===== src/rtl/multdiv32_if.sv =====
// Handshake and result bus between the pipeline and the multiply/divide unit.
interface multdiv32_if;
  logic        start;
  logic [2:0]  op;
  logic [31:0] read_data_1;
  logic [31:0] read_data_2;
  logic        busy;
  logic        done;
  logic        div_zero;
  logic [31:0] hi;
  logic [31:0] lo;

  modport master (
    output start, op, read_data_1, read_data_2,
    input  busy, done, div_zero, hi, lo
  );

  modport slave (
    input  start, op, read_data_1, read_data_2,
    output busy, done, div_zero, hi, lo
  );
endinterface


===== src/rtl/multdiv32.sv =====
// Iterative 32-bit multiply/divide unit with HI/LO registers.
// Optional MULTDIV_FAST_MULT_EN: multiplies use a single-cycle multiplier and skip RUN.
//
// state | meaning
// IDLE  | waiting for start
// RUN   | 32 shift-add / shift-subtract iterations
// FIX   | sign correction, hi/lo written
// DONE  | one-cycle done pulse, may accept a new start
module multdiv32 (
  input  logic clock,
  input  logic reset,
  multdiv32_if.slave bus
);

  typedef enum logic [1:0] {IDLE, RUN, FIX, DONE} state_t;

  localparam logic [2:0] OP_MULT  = 3'b000;
  localparam logic [2:0] OP_MULTU = 3'b001;
  localparam logic [2:0] OP_DIV   = 3'b010;
  localparam logic [2:0] OP_DIVU  = 3'b011;
  localparam logic [2:0] OP_MTHI  = 3'b100;
  localparam logic [2:0] OP_MTLO  = 3'b101;

  state_t      state, state_next;
  logic [5:0]  count;
  logic [63:0] acc;
  logic [31:0] mag_a, mag_b;
  logic        sign_a, sign_res, is_div, dz_flag;
  logic [31:0] hi_q, lo_q;

  logic        accept, arith_op, op_signed, sa, sb;
  logic [32:0] add_sum, shifted, sub_diff;
  logic [63:0] mul_next, div_next, prod;

  assign accept    = bus.start && (state == IDLE || state == DONE);
  assign arith_op  = (bus.op[2] == 1'b0);
  assign op_signed = ~bus.op[0];
  assign sa        = op_signed & bus.read_data_1[31];
  assign sb        = op_signed & bus.read_data_2[31];

  // Multiply: acc = {partial, multiplier}; add multiplicand when the low bit is set, then shift right.
  assign add_sum  = {1'b0, acc[63:32]} + (acc[0] ? {1'b0, mag_a} : 33'd0);
  assign mul_next = {add_sum, acc[31:1]};

  // Divide: acc = {remainder, dividend/quotient}; restoring subtract of the divisor.
  assign shifted  = {acc[63:32], acc[31]};
  assign sub_diff = shifted - {1'b0, mag_b};
  assign div_next = sub_diff[32] ? {shifted[31:0], acc[30:0], 1'b0}
                                 : {sub_diff[31:0], acc[30:0], 1'b1};

`ifdef MULTDIV_FAST_MULT_EN
  assign prod = 64'(mag_a) * 64'(mag_b);
`else
  assign prod = acc;
`endif

  always_ff @(posedge clock) begin
    if (reset) state <= IDLE;
    else       state <= state_next;
  end

  always_comb begin
    state_next = state;
    unique case (state)
      IDLE, DONE: begin
        state_next = IDLE;
        if (bus.start) begin
          unique case (bus.op)
`ifdef MULTDIV_FAST_MULT_EN
            OP_MULT, OP_MULTU: state_next = FIX;
`else
            OP_MULT, OP_MULTU: state_next = RUN;
`endif
            OP_DIV, OP_DIVU:   state_next = RUN;
            default:           state_next = IDLE;
          endcase
        end
      end
      RUN:     state_next = (count == 6'd31) ? FIX : RUN;
      FIX:     state_next = DONE;
      default: state_next = IDLE;
    endcase
  end

  always_comb begin
    bus.busy     = (state == RUN) || (state == FIX);
    bus.done     = (state == DONE);
    bus.div_zero = (state == DONE) && dz_flag;
  end

  always_ff @(posedge clock) begin
    if (reset) begin
      count    <= '0;
      acc      <= '0;
      mag_a    <= '0;
      mag_b    <= '0;
      sign_a   <= 1'b0;
      sign_res <= 1'b0;
      is_div   <= 1'b0;
      dz_flag  <= 1'b0;
      hi_q     <= '0;
      lo_q     <= '0;
    end else if (accept) begin
      if (arith_op) begin
        count    <= '0;
        mag_a    <= sa ? -bus.read_data_1 : bus.read_data_1;
        mag_b    <= sb ? -bus.read_data_2 : bus.read_data_2;
        sign_a   <= sa;
        sign_res <= sa ^ sb;
        is_div   <= bus.op[1];
        dz_flag  <= bus.op[1] && (bus.read_data_2 == 32'd0);
        acc      <= bus.op[1] ? {32'd0, (sa ? -bus.read_data_1 : bus.read_data_1)}
                              : {32'd0, (sb ? -bus.read_data_2 : bus.read_data_2)};
      end else if (bus.op == OP_MTHI) begin
        hi_q <= bus.read_data_1;
      end else if (bus.op == OP_MTLO) begin
        lo_q <= bus.read_data_1;
      end
    end else if (state == RUN) begin
      acc   <= is_div ? div_next : mul_next;
      count <= count + 6'd1;
    end else if (state == FIX) begin
      if (is_div) begin
        // A zero divisor leaves quotient all ones and remainder = |rs|, so hi restores rs.
        lo_q <= dz_flag ? 32'hFFFF_FFFF : (sign_res ? -acc[31:0] : acc[31:0]);
        hi_q <= sign_a ? -acc[63:32] : acc[63:32];
      end else begin
        {hi_q, lo_q} <= sign_res ? -prod : prod;
      end
    end
  end

  assign bus.hi = hi_q;
  assign bus.lo = lo_q;

endmodule


===== src/flat_wrapper.sv =====
// flat-port wrapper written by rule: the top's interface ports become plain ports
module multdiv32_flat 
  (clock, reset, bus_start, bus_op, bus_read_data_1, bus_read_data_2, bus_busy, bus_done, bus_div_zero, bus_hi, bus_lo);
  multdiv32_if bus_i ();
  input  logic clock;
  input  logic reset;
  input wire logic [$bits(bus_i.start)-1:0] bus_start;
  input wire logic [$bits(bus_i.op)-1:0] bus_op;
  input wire logic [$bits(bus_i.read_data_1)-1:0] bus_read_data_1;
  input wire logic [$bits(bus_i.read_data_2)-1:0] bus_read_data_2;
  output wire logic [$bits(bus_i.busy)-1:0] bus_busy;
  output wire logic [$bits(bus_i.done)-1:0] bus_done;
  output wire logic [$bits(bus_i.div_zero)-1:0] bus_div_zero;
  output wire logic [$bits(bus_i.hi)-1:0] bus_hi;
  output wire logic [$bits(bus_i.lo)-1:0] bus_lo;
  assign bus_i.start = bus_start;
  assign bus_i.op = bus_op;
  assign bus_i.read_data_1 = bus_read_data_1;
  assign bus_i.read_data_2 = bus_read_data_2;
  assign bus_busy = bus_i.busy;
  assign bus_done = bus_i.done;
  assign bus_div_zero = bus_i.div_zero;
  assign bus_hi = bus_i.hi;
  assign bus_lo = bus_i.lo;
  multdiv32 u_core (.clock(clock), .reset(reset), .bus(bus_i));
endmodule

===== config.mk =====
export PLATFORM = sky130hd
export DESIGN_NAME = multdiv32_flat
export DESIGN_NICKNAME = d
export VERILOG_FILES = /design/src/rtl/multdiv32_if.sv /design/src/rtl/multdiv32.sv /design/src/flat_wrapper.sv
export SDC_FILE = /design/constraint.sdc
export NUM_CORES = 1
export LEC_CHECK = 0
export CELL_PAD_IN_SITES_DETAIL_PLACEMENT = 1
export CELL_PAD_IN_SITES_GLOBAL_PLACEMENT = 1
export CORE_MARGIN = 1.5
export CORE_UTILIZATION = 40
export DETAILED_ROUTE_END_ITERATION = 10
export PLACE_DENSITY = 0.75
export SKIP_CTS_REPAIR_TIMING = 1
export SYNTH_ARGS = -nofsm -noshare
export SYNTH_HDL_FRONTEND = slang
export SYNTH_SLANG_ARGS = --single-unit
export TNS_END_PERCENT = 50

===== constraint.sdc =====
create_clock -name clock -period 3.9 [get_ports clock]
set_input_delay 0.78 -clock clock [delete_from_list [all_inputs] [get_ports clock]]
set_output_delay 0.78 -clock clock [all_outputs]
set_load 0.05 [all_outputs]

* Word level (Yosys, flattened, before mapping)
Index checks and enable logic that the tools add are counted.
** Operators by class
- Muxes and demuxes :: 33
- Equality and inequality tests :: 15
- Add/sub/neg operators :: 8
- Reduce and logical (&&, ||, !) cells :: 16
- Bitwise logic cells :: 5
** Operator list (number)
- two-way mux 32 bit :: 20
- two-way mux 64 bit :: 6
- negator 32 bit :: 4
- negator 64 bit :: 1
- adder 32 x 33 -> 33 bit :: 1
- subtractor 33 x 32 -> 33 bit :: 1
- logical NOT 32 bit :: 1
- two-way mux 6 bit :: 3
- inequality test 2 bit (second input constant) :: 5
- adder 6 x 1 -> 6 bit (second input constant) :: 1
- == test 3 x 2 -> 1 bit (second input constant) :: 2
- == test 3 bit (second input constant) :: 2
- == test 6 x 5 -> 1 bit (second input constant) :: 1
- case mux 2 bit (3 select lines) :: 1
- AND reduction 5 bit :: 1
- == test 2 bit (second input constant) :: 2
- two-way mux 2 bit :: 2
- AND reduction 2 bit :: 2
- AND reduction 4 bit :: 1
- nonzero test 2 bit :: 2
- OR reduction 4 bit :: 1
- == test 3 x 1 -> 1 bit (second input constant) :: 1
- logical AND 1 bit :: 3
- logical NOT 3 bit :: 1
- 9 further kinds :: 12
** Word-level totals
- Input port bits :: 70
- Output and inout port bits :: 67
- Word-level logic and storage cells :: 88
- Register bits :: 204

* Depth between registers and ports, before layout
- Depth after elaboration :: 7
- Gate-level depth with buffers :: 14
- Gate-level depth less buffers :: 13

* Worst setup path before layout
Ideal clock, no wire load.
- Path kind :: reg-to-reg
- Start point :: register u_core.acc[31]
- End point :: register u_core.acc[40]
- Stages on the path, launching flop included :: 14
- Setup time :: 0.125 ns
- Path slack :: 0.716 ns
- Arrival :: 3.059 ns
- Period minus slack after synthesis :: 3.184 ns
- Data required time :: 3.775 ns
- Path through :: dfxtp_1 -> inv_1 -> ha_1 -> fa_1 -> nand2b_1 -> a211o_1 -> a31o_2 -> a211oi_1 -> o21ai_0 -> a21boi_1 -> buf_2 -> nor3_1 -> a211oi_1 -> o21ai_0
** Between the ends
- Word-level cells in the longest chain between the ends :: 5
** Ends and longest elaborated chain
- from (decl) :: RTL line multdiv32.sv:26 : logic [63:0] acc;
- from (signal assigned) :: RTL line multdiv32.sv:112 : acc <= bus.op[1] ? {32'd0, (sa ? -bus.read_data_1 : bus.read_data_1)}
- from (signal assigned) :: RTL line multdiv32.sv:120 : acc <= is_div ? div_next : mul_next;
- subtractor 33 x 32 -> 33 bit :: RTL line multdiv32.sv:47 : assign sub_diff = shifted - {1'b0, mag_b};
- two-way mux 64 bit :: RTL line multdiv32.sv:48 : assign div_next = sub_diff[32] ? {shifted[31:0], acc[30:0], 1'b0}
- two-way mux 64 bit :: RTL line multdiv32.sv:120
- two-way mux 64 bit :: RTL line multdiv32.sv:119 : end else if (state == RUN) begin
- two-way mux 64 bit :: RTL line multdiv32.sv:103 : end else if (accept) begin
Every way passes these cells. The select of a mux whose other input is x is not followed.
A chain may end at the register's enable or synchronous reset.

* Final worst setup path
- Start point :: register u_core.acc[31]
- End point :: register u_core.acc[0]
Same word-level chain as after synthesis.

==> metrics.txt <==
outcome complete, no violations; syn nets 2251; Netlist cell types 85; Clk Latency, worst-skew pair 580 ps; H-tree Lvls 1; buffers plus inverters on the worst setup path 3; Inst Count DP 2726; initial antenna violation count 0; CTS Buf Count 27; Crit Path Class register to register; final WL 72320 um; HP Class register to register; Synth area leaders dfxtp_1 (26%), a21oi_1 (6.0%), ha_1 (5.8%); Longest Clk Path Bufs 3; LEAKAGE 7.393 nW; Critical-path top delay cell o21ai_0; Die Height 201.8 um; Worst Setup Start Kind register; Worst Hold Slack 456.4 ps; Post-Route M1 WL 31040 um; Worst EP required 4400 ps; setup slack, reg-to-reg 150 ps; async set or reset register ratio after synthesis 0; Routed Antenna Nets 0; final setup violation count 0; nets 2382; die width 201.8 um; DR pass1 iterations 5; Post-synth EDFFs 0; dpl ws -137.5 ps; syn_area_per_cell 7.507 um^2; Crit Path Max Fanout 9; Top FF cell, synth dfxtp_1; Max-cap violations 0; TritonCTS clock tree done; Layout fillers 4775; Synth Area in Simple Gates 0.2118; largest net degree at the start of global routing 92; final hold violations 0; commonest cells in the netlist nor2_1 (240), dfxtp_1 (204), a21oi_1 (189); Crit path largest cell delay 460 ps; fin crit period 3754 ps; Yosys reg bits 204; Slew Viols, Final 0; Register Area 0.004085 mm^2; Worst VDD drop 0.3351 mV; Synth Cell Area 0.01581 mm^2; # IOs 137; largest family of logic cells by synthesized area compound AO/OA/AOI/OAI gates; Synth area leader dfxtp_1; Ys Warns 0; Max transition margin 0.3215; share of layout cells above drive strength 1 0.08902; num rows 72; highest routed layer met4; RD Place Congestion 0.9483; post-DP HPWL 56650 um; worst-margin pin slew 1018 ps; met3 WL 4780 um; sequential share of the synthesized area 0.2583; Iteration-0 DRC Markers 1443; CTS sink cnt 204; WL per Instance 26.04 um; final worst-path cycle share 0.9626; core area 0.03883 mm^2; Setup crit end kind register; GRT overflow 0; post-synthesis xor/xnor area fraction 0.08919; area of the multi-input gates 0.01089 mm^2; first-pass GRT wire length 107600 um; Synth Area in Compound Gates 0.2892; Design Power 6.477 mW; RSZ-0062 raised after global routing false; Post-Layout Cell Count 2777; drt via density 6.222; CTS clk-pin slew, worst paths 60 ps; Initial Utilization 0.4072; smallest setup slack after layout 146.0 ps; crit-path cells inv_1, ha_1, fa_1, nand2b_1, a211o_1, a31o_2, a211o_1, a21boi_1, o21ai_1, buf_4, buf_4, o21ai_0, o21ai_0, a21oi_1; DRC Markers 0; mux share of post-synthesis cell area 0.03617; Total GRT Usage 0.3445; most frequent cell after synthesis nor2_1; vias in the first global route 17210; IO Port Bufs 136; via count 17280; Met2 Wirelength 33600 um; Die ar. 0.04073 mm^2; Mapped Cells 2106; PwrDens 339.2 mW/mm^2; Synth top area share 0.2583; Worst Skew 23.68 ps; Post-Synth Adder-Cell Area 0.06030; Layout Area Growth over Synthesis 20.78%; fmax 266.4 MHz; CP Data Arrival Time 4260 ps; CP delay by family, top compound AO/OA/AOI/OAI gates; Root Buffer clkbuf_16
## state kept, by name, summed over array words and instances, names as in the netlist, 2 cells and up
signal and count:
u_core.mag_a 32, u_core.state 2, u_core.acc 64, u_core.bus.hi 32, u_core.count 6, u_core.bus.lo 32
u_core.mag_b 32
## worst reg2reg max path: stages (launching register included)
cell,delay [ps]
dfxtp_1,330
inv_1,70
ha_1,210
fa_1,430
nand2b_1,190
a211o_1,290
a31o_2,280
a211o_1,300
a21boi_1,230
o21ai_1,160
buf_4,180
buf_4,170
o21ai_0,470
o21ai_0,200
a21oi_1,180
## kinds of logic (layout without fill, tap and decap cells)
group,count (synthesis),after routing
AOI/OAI and AO/OA,697,697
xor gates and xnor gates,161,161
adders and majority gates,75,75
buffers and inverters,225,377
DFF,204,204
muxes,57,57
other,0,1
and+or+nand+nor,687,687
## per-layer routing
layer	global-route usage	vias up
li1	-	7936
met1	0.4549	8559
met2	0.5716	628
met3	0.04853	156
met4	0.1231	0
met5	0	-
## power by group
group | internal (mW) | total (mW) | switching, mW | leakage, nW
Sequential | 2.18 | 2.29 | 0.111 | 1.66
Clock | 1.60 | 2.65 | 1.05 | 0.449
Combinational | 0.548 | 1.54 | 0.991 | 5.28
## stage by stage
step | util | area (um^2) | TNS [ps]
5_1_grt | 0.4918 | 19090 | 0
3_3_place_gp | 0.4674 | 18150 | 0
3_5_place_dp | 0.4674 | 18150 | -137.5
4_1_cts | 0.4915 | 19080 | -144.9
2_1_floorplan | - | 15810 | 0
6_report | 0.4918 | 19100 | 0
## final timing paths
| kind | startpoint | end | cells after the start |
|---|---|---|---|
| setup / recovery | u_core.acc[31] | u_core.acc[0] | 14 |
| hold / removal | u_core.mag_a[31] | u_core.mag_a[31] | 2 |
| setup reg to reg | u_core.acc[31] | u_core.acc[0] | 14 |
| hold reg to reg | u_core.mag_a[31] | u_core.mag_a[31] | 2 |
## cell usage in the layout, fill, tap and decap left out, drive strengths merged, types with 10 or more instances in the layout
cell type	netlist	final
nor2	241	241
dfxtp	204	204
a21oi	189	189
nand2	161	161
o21ai	140	140
clkdlybuf4s50	0	134
buf	22	118
xnor2	103	103
a211oi	94	94
inv	75	77
ha	73	73
nor3	65	65
xor2	58	58
mux2i	56	56
and2	43	43
clkbuf	128	40
a21o	37	37
nand3	35	35
o211ai	35	35
o31ai	27	27
nor4	25	25
o221ai	22	22
or4	19	19
nand2b	18	18
o22ai	16	16
o41ai	15	15
a22oi	14	14
a31oi	14	14
or3	14	14
and3	12	12
nor2b	11	11
nand4	11	11
a211o	10	10
o21a	10	10
or2	10	10
## final cells by class
class | count | share of cell area
tap | 518 | 0.03394
clock inverter | 10 | 0.007928
sequential | 204 | 0.2139
clock buffer | 40 | 0.04108
multi-input combinational | 1677 | 0.5702
timing repair buffer | 252 | 0.1180
antenna | 1 | 0.0001310
inverter | 75 | 0.01474
Note: power is estimated with default switching activity, not from simulation.
